**config.mk**
```make
export PLATFORM = sky130hd
export DESIGN_NAME = maze_probe_scheduler_flat
export DESIGN_NICKNAME = d
export VERILOG_FILES = /design/src/rtl/maze_probe_scheduler_if.sv /design/src/rtl/maze_probe_scheduler.sv /design/src/flat_wrapper.sv
export SDC_FILE = /design/constraint.sdc
export NUM_CORES = 1
export LEC_CHECK = 0
export CAP_MARGIN = 20
export CELL_PAD_IN_SITES_DETAIL_PLACEMENT = 0
export CELL_PAD_IN_SITES_GLOBAL_PLACEMENT = 2
export CORE_MARGIN = 2
export CORE_UTILIZATION = 37
export CTS_CLUSTER_SIZE = 8
export DETAILED_ROUTE_END_ITERATION = 8
export GPL_ROUTABILITY_DRIVEN = 0
export PLACE_DENSITY = 0.92
export SYNTH_ARGS = -nofsm -noshare
export SYNTH_HDL_FRONTEND = slang
export SYNTH_SLANG_ARGS = --single-unit
export TNS_END_PERCENT = 1
```
**constraint.sdc**
```tcl
create_clock -name clk -period 13 [get_ports clk]
set_clock_uncertainty 0.1 [all_clocks]
set_input_delay 2.6 -clock clk [delete_from_list [all_inputs] [get_ports clk]]
set_output_delay 2.6 -clock clk [all_outputs]
set_load 0.02 [all_outputs]
```
**src/rtl/maze_probe_scheduler_if.sv**
```systemverilog
// Maze-map read port between the probe scheduler (master) and the map ROM arbiter (slave).
// The master holds map_x/map_y stable while map_req is high, until it samples map_ack.
interface maze_probe_scheduler_if #(
    parameter int XW    = 9,
    parameter int YW    = 9,
    parameter int PIX_W = 3
);
    logic             map_req;
    logic [XW-1:0]    map_x;
    logic [YW-1:0]    map_y;
    logic             map_ack;
    logic [PIX_W-1:0] map_pixel;

    modport master (output map_req, map_x, map_y, input map_ack, map_pixel);
    modport slave  (input map_req, map_x, map_y, output map_ack, map_pixel);
endinterface

```
**src/rtl/maze_probe_scheduler.sv**
```systemverilog
// Time-multiplexed collision checker: snapshots all actor channels on start, probes the map
// one channel at a time over a req/ack port, and publishes every collide flag together at done.
module maze_probe_scheduler #(
    parameter int N_CH        = 4,
    parameter int XW          = 9,
    parameter int YW          = 9,
    parameter int PIX_W       = 3,
    parameter int MAP_W       = 320,
    parameter int MAP_H       = 320,
    parameter int PROBE_DIST  = 1,
    parameter int ACK_TIMEOUT = 15
) (
    input  logic                 clk,
    input  logic                 rst_n,
    input  logic                 start,
    input  logic [4*N_CH-1:0]    dir_flat,
    input  logic [XW*N_CH-1:0]   pos_x_flat,
    input  logic [YW*N_CH-1:0]   pos_y_flat,
    output logic                 busy,
    output logic                 done,
    output logic [N_CH-1:0]      collide,
    output logic [N_CH-1:0]      timeout_err,
    maze_probe_scheduler_if.master mbus
);
    localparam int IW = (N_CH > 1) ? $clog2(N_CH) : 1;
    localparam int TW = $clog2(ACK_TIMEOUT + 1);

    typedef enum logic [1:0] {IDLE, PROBE, FINISH} state_t;

    state_t                   state_q, state_d;
    logic [IW-1:0]            idx_q, idx_d;
    logic [TW-1:0]            tmo_q, tmo_d;
    logic [N_CH-1:0][3:0]     dir_s_q, dir_s_d;
    logic [N_CH-1:0][XW-1:0]  x_s_q, x_s_d;
    logic [N_CH-1:0][YW-1:0]  y_s_q, y_s_d;
    logic [N_CH-1:0]          coll_sh_q, coll_sh_d;
    logic [N_CH-1:0]          terr_sh_q, terr_sh_d;
    logic [N_CH-1:0]          collide_q, collide_d;
    logic [N_CH-1:0]          terr_q, terr_d;

    // One extra bit so that x-1 at x=0 wraps to a value that also fails the >= MAP_W test
    logic [XW:0] px;
    logic [YW:0] py;
    logic        dir_ok, oor, req, resolve, keep, res_coll, res_terr;

    always_comb begin
        px     = {1'b0, x_s_q[idx_q]};
        py     = {1'b0, y_s_q[idx_q]};
        dir_ok = 1'b1;
        case (dir_s_q[idx_q])
            4'b1000: px = {1'b0, x_s_q[idx_q]} - (XW+1)'(PROBE_DIST);
            4'b0100: py = {1'b0, y_s_q[idx_q]} - (YW+1)'(PROBE_DIST);
            4'b0010: px = {1'b0, x_s_q[idx_q]} + (XW+1)'(PROBE_DIST);
            4'b0001: py = {1'b0, y_s_q[idx_q]} + (YW+1)'(PROBE_DIST);
            default: dir_ok = 1'b0;
        endcase
        oor = (px >= (XW+1)'(MAP_W)) || (py >= (YW+1)'(MAP_H));
    end

    always_comb begin
        state_d   = state_q;
        idx_d     = idx_q;
        tmo_d     = tmo_q;
        dir_s_d   = dir_s_q;
        x_s_d     = x_s_q;
        y_s_d     = y_s_q;
        coll_sh_d = coll_sh_q;
        terr_sh_d = terr_sh_q;
        collide_d = collide_q;
        terr_d    = terr_q;
        req       = 1'b0;
        resolve   = 1'b0;
        keep      = 1'b0;
        res_coll  = 1'b0;
        res_terr  = 1'b0;
        case (state_q)
            IDLE: begin
                if (start) begin
                    for (int i = 0; i < N_CH; i++) begin
                        dir_s_d[i] = dir_flat[4*i +: 4];
                        x_s_d[i]   = pos_x_flat[XW*i +: XW];
                        y_s_d[i]   = pos_y_flat[YW*i +: YW];
                    end
                    idx_d     = '0;
                    tmo_d     = '0;
                    coll_sh_d = collide_q;
                    terr_sh_d = '0;
                    state_d   = PROBE;
                end
            end
            PROBE: begin
                if (!dir_ok) begin
                    resolve = 1'b1;
                    keep    = 1'b1;
                end else if (oor) begin
                    resolve  = 1'b1;
                    res_coll = 1'b1;
                end else begin
                    req = 1'b1;
                    if (mbus.map_ack) begin
                        resolve  = 1'b1;
                        res_coll = (mbus.map_pixel == '0);
                    end else if (tmo_q == TW'(ACK_TIMEOUT - 1)) begin
                        resolve  = 1'b1;
                        res_coll = 1'b1;
                        res_terr = 1'b1;
                    end else begin
                        tmo_d = tmo_q + TW'(1);
                    end
                end
                if (resolve) begin
                    tmo_d = '0;
                    if (!keep) coll_sh_d[idx_q] = res_coll;
                    terr_sh_d[idx_q] = res_terr;
                    // Publish on the edge into FINISH so the flags appear with done
                    if (idx_q == IW'(N_CH - 1)) begin
                        state_d   = FINISH;
                        collide_d = coll_sh_d;
                        terr_d    = terr_sh_d;
                    end else begin
                        idx_d = idx_q + IW'(1);
                    end
                end
            end
            FINISH:  state_d = IDLE;
            default: state_d = IDLE;
        endcase
    end

    always_ff @(posedge clk or negedge rst_n) begin
        if (!rst_n) begin
            state_q   <= IDLE;
            idx_q     <= '0;
            tmo_q     <= '0;
            dir_s_q   <= '0;
            x_s_q     <= '0;
            y_s_q     <= '0;
            coll_sh_q <= '0;
            terr_sh_q <= '0;
            collide_q <= '0;
            terr_q    <= '0;
        end else begin
            state_q   <= state_d;
            idx_q     <= idx_d;
            tmo_q     <= tmo_d;
            dir_s_q   <= dir_s_d;
            x_s_q     <= x_s_d;
            y_s_q     <= y_s_d;
            coll_sh_q <= coll_sh_d;
            terr_sh_q <= terr_sh_d;
            collide_q <= collide_d;
            terr_q    <= terr_d;
        end
    end

    assign busy         = (state_q == PROBE);
    assign done         = (state_q == FINISH);
    assign collide      = collide_q;
    assign timeout_err  = terr_q;
    assign mbus.map_req = req;
    assign mbus.map_x   = req ? px[XW-1:0] : '0;
    assign mbus.map_y   = req ? py[YW-1:0] : '0;
endmodule

```
**src/flat_wrapper.sv**
```systemverilog
// flat-port wrapper written by rule: the top's interface ports become plain ports
module maze_probe_scheduler_flat 
#(
    parameter int N_CH        = 4,
    parameter int XW          = 9,
    parameter int YW          = 9,
    parameter int PIX_W       = 3,
    parameter int MAP_W       = 320,
    parameter int MAP_H       = 320,
    parameter int PROBE_DIST  = 1,
    parameter int ACK_TIMEOUT = 15
)
  (clk, rst_n, start, dir_flat, pos_x_flat, pos_y_flat, busy, done, collide, timeout_err, mbus_map_req, mbus_map_x, mbus_map_y, mbus_map_ack, mbus_map_pixel);
  maze_probe_scheduler_if #(.XW(XW), .YW(YW), .PIX_W(PIX_W)) mbus_i ();
  input  logic clk;
  input  logic rst_n;
  input  logic start;
  input  logic [4*N_CH-1:0] dir_flat;
  input  logic [XW*N_CH-1:0] pos_x_flat;
  input  logic [YW*N_CH-1:0] pos_y_flat;
  output logic busy;
  output logic done;
  output logic [N_CH-1:0] collide;
  output logic [N_CH-1:0] timeout_err;
  output wire logic [$bits(mbus_i.map_req)-1:0] mbus_map_req;
  output wire logic [$bits(mbus_i.map_x)-1:0] mbus_map_x;
  output wire logic [$bits(mbus_i.map_y)-1:0] mbus_map_y;
  input wire logic [$bits(mbus_i.map_ack)-1:0] mbus_map_ack;
  input wire logic [$bits(mbus_i.map_pixel)-1:0] mbus_map_pixel;
  assign mbus_map_req = mbus_i.map_req;
  assign mbus_map_x = mbus_i.map_x;
  assign mbus_map_y = mbus_i.map_y;
  assign mbus_i.map_ack = mbus_map_ack;
  assign mbus_i.map_pixel = mbus_map_pixel;
  maze_probe_scheduler #(.N_CH(N_CH), .XW(XW), .YW(YW), .PIX_W(PIX_W), .MAP_W(MAP_W), .MAP_H(MAP_H), .PROBE_DIST(PROBE_DIST), .ACK_TIMEOUT(ACK_TIMEOUT)) u_core (.clk(clk), .rst_n(rst_n), .start(start), .dir_flat(dir_flat), .pos_x_flat(pos_x_flat), .pos_y_flat(pos_y_flat), .busy(busy), .done(done), .collide(collide), .timeout_err(timeout_err), .mbus(mbus_i));
endmodule
```
==> flow_summary.toml <==
[route]
wl_mm = 16.5
ant_nets = 0
num_vias = 4921
post-route-drc-count = 0
wire_per_inst_um = 18.0
via_per_inst = 5.39
first_pass_iters = 4
drt_iter0_markers = 233

[sta]
finalSetupTns_ps = 0
fin_crit_sh_pct = 71.4
min_period_ps = 9290
max_freq_ghz = 0.108
tightest_slew_ps = 1100
rsz0062_at_grt = "no"
setup_viol = 0
hold_viol_final = 0
drv_slew = 0
relSlewSlack_pct = 26.7

[clock_tree]
clock-sinks = 111
numCtsBuffers = 9
tritoncts = "built"
cts_hold_buf = 0
post_cts_buffers = 0
post_cts_resized = 0
insertion_delay_ps = 360
cts_root_buf = "clkbuf_16"
htreeDepth = 3
path_clk_slew_ps = 70
clockBufferDepth = 2

[worst_setup_path]
crit_fanout = 27
cp_data_arrival_time_ps = 6590
start_kind = "register"
path_buf_inv = 1
worst_setup_path_end_kind = "output pin"
critPathRequiredTime_ps = 10300
path_delay_family = "compound AO/OA/AOI/OAI gates"
cpPeakStageDelay_ps = 940
worstSetupPathType = "reg2out"
cpMaxStageDelayCell = "dfrtp_2"
crit_chain = "mux4_2 -> or4b_1 -> ha_1 -> a2111oi_0 -> o221ai_1 -> a31o_2 -> nand3_1 -> a21oi_1 -> o311ai_0 -> a31o_2 -> nand4_2 -> a21oi_1 -> clkdlybuf4s50_1"

[grt]
grt_overflow = 0
grt_max_degree = 89
grt_pass1_vias = 5225
grt_usage_pct = 18.5
grt_first_pass_wirelength_mm = 27.1
antenna_found_initial = 0

[worst_hold_path]
hold_path_class = "reg2reg"

[yosys]
yosys_most_used_dff = "dfrtp_1"
syn_nets = 691
synthArstFlopShare_pct = 100
synth_area_mm2 = 0.00662
syn_inst = 575
ys_ff_latch = 111
synth-edff-count = 0
yosys_warnings = 0
avgSynthCellArea_um2 = 11.5
yosysSeqAreaShare_pct = 42.0
ys_types = 74

[placement]
dpl_cell_area_mm2 = 0.00802
portBuffers = 123
place_inst = 896
hpwl_mm = 12.2

[die]
rows = 48
die_h_um = 138
fp.dieW_um = 138
core_area_mm2 = 0.0174
ios = 124
dieArea_mm2 = 0.0190
initial_core_util_pct = 38.0

[finish]
final_net_count = 799
drive_gt1_share_pct = 22.7
syn_to_final_growth_pct = 26.0
num_antenna_cells = 0
postLayoutCellArea_mm2 = 0.00834
final_cells = 913

[flow_run]
maxCapViolations = 0

[run_status]
outcome = "finished clean"
## layout by cell type (no fill, tap or decap), types with 5 or more instances in the layout
cell	synthesis	routed
a21o_1	10	10
a21oi_1	26	26
a31oi_1	7	7
buf_4	1	5
clkbuf_16	0	9
clkdlybuf4s50_1	0	122
dfrtp_1	111	110
ha_1	20	20
inv_1	24	24
mux2_2	89	89
mux2i_1	14	14
mux4_2	20	20
nand2_1	27	27
nand3_1	15	15
nand3b_1	5	5
nor2_1	37	37
o21a_1	5	5
o21ai_0	16	16
o221ai_1	5	5
or3_1	5	5
xnor2_1	8	8
xor2_1	8	8
## Yosys cell counts, types with 3 or more instances
master / n / area [um^2]
nor4b_1: 4 / 35.0
o21ai_0: 16 / 80.1
mux2_2: 89 / 1000
ha_1: 20 / 250
mux4_2: 20 / 450
a21oi_1: 26 / 130
a211oi_1: 3 / 22.5
inv_1: 24 / 90.1
o221ai_1: 5 / 43.8
nor2_1: 37 / 139
nand2_1: 27 / 101
clkbuf_1: 23 / 86.3
nand4_1: 4 / 25.0
dfrtp_1: 111 / 2780
nor3_1: 4 / 20.0
xor2_1: 8 / 70.1
and3_1: 4 / 25.0
xnor2_1: 8 / 70.1
nor3b_1: 5 / 37.5
a31oi_1: 7 / 43.8
nand3b_1: 5 / 37.5
nand3_1: 15 / 75.1
o2111ai_1: 3 / 26.3
or3_1: 5 / 31.3
or2_2: 4 / 25.0
nand2b_1: 3 / 18.8
o21bai_1: 4 / 30.0
a21o_1: 10 / 75.1
mux2i_1: 14 / 140
a211o_1: 4 / 35.0
buf_2: 4 / 20.0
and2_1: 4 / 25.0
and3b_1: 3 / 26.3
o21a_1: 5 / 37.5
## sequential cells by signal (all words and copies together) (netlist names)
signal,flops
u_core.terr_sh_q,3
u_core.y_s_q,36
u_core.idx_q,2
u_core.tmo_q,4
u_core.collide,4
u_core.x_s_q,36
u_core.dir_s_q,16
u_core.state_q,2
u_core.coll_sh_q,4
u_core.timeout_err,4
## worst register-to-register path: stages, from the launching register on
cell and delay (ps):
dfrtp_2 940, mux4_2 720, or4b_1 800, ha_1 520
a2111oi_0 430, o221ai_1 250, a31o_2 260, and3_1 170
a32oi_1 170, o311ai_0 160, a31o_2 360, a31oi_4 440
o221ai_1 280, o21a_1 160
## path summary, 6_finish.rpt
path                                              end  slack (ps)  cells past startpoint                  start
worst max-delay path                    mbus_map_y[8]        3710                     13        u_core.idx_q[0]
worst min-delay path            u_core.timeout_err[1]         390                      1  u_core.timeout_err[1]
worst max register to register  u_core.timeout_err[2]        7140                     13        u_core.idx_q[0]
worst min register to register  u_core.timeout_err[1]         390                      1  u_core.timeout_err[1]
max in group asynchronous            u_core.y_s_q[12]        9740                      3                  rst_n
min in group asynchronous       u_core.timeout_err[2]        2050                      1                  rst_n
## routing by layer
| metal | part of all wire (%) | GRT usage (%) |
|---|---|---|
| met5 | 0 | 0 |
| met2 | 49 | 30.4 |
| met4 | 0.61 | 4.59 |
| met3 | 5.4 | 4.82 |
| met1 | 45 | 24.4 |
## layout make-up
| cell class | count | area (um^2) |
|---|---|---|
| multi-input cells | 407 | 3600 |
| fillers | 1598 | 9080 |
| flip-flops and latches | 111 | 2780 |
| clock buffers | 10 | 229 |
| repair buffers | 128 | 1290 |
| inverters | 26 | 100 |
| clock inverters | 6 | 57.6 |
| well taps | 225 | 282 |
## cell families (layout without fill, tap and decap cells)
group | after synthesis | after routing | synth area share [%]
buffers and inverters | 57 | 170 | 3.63
multiplexers | 125 | 125 | 24.7
flip-flops | 111 | 111 | 42.0
adder cells (fa/ha/maj) | 22 | 22 | 4.25
AO/OA/AOI/OAI | 107 | 107 | 11.8
AND/OR/NAND/NOR | 137 | 137 | 11.5
XOR/XNOR | 16 | 16 | 2.12
## per-stage QoR
stage	utilization [%]	worst slack [ps]	hold slack (ps)
after global placement	46.1	4140	370
after global routing	47.9	3120	418
final	47.9	3710	391
after detailed placement	46.1	4010	382
after CTS	47.7	3620	399
after floorplan	-	5710	359
Power is left out: the tool's default activity adds up to more than one toggle a clock period on the data nets, which glitch-free logic cannot reach.
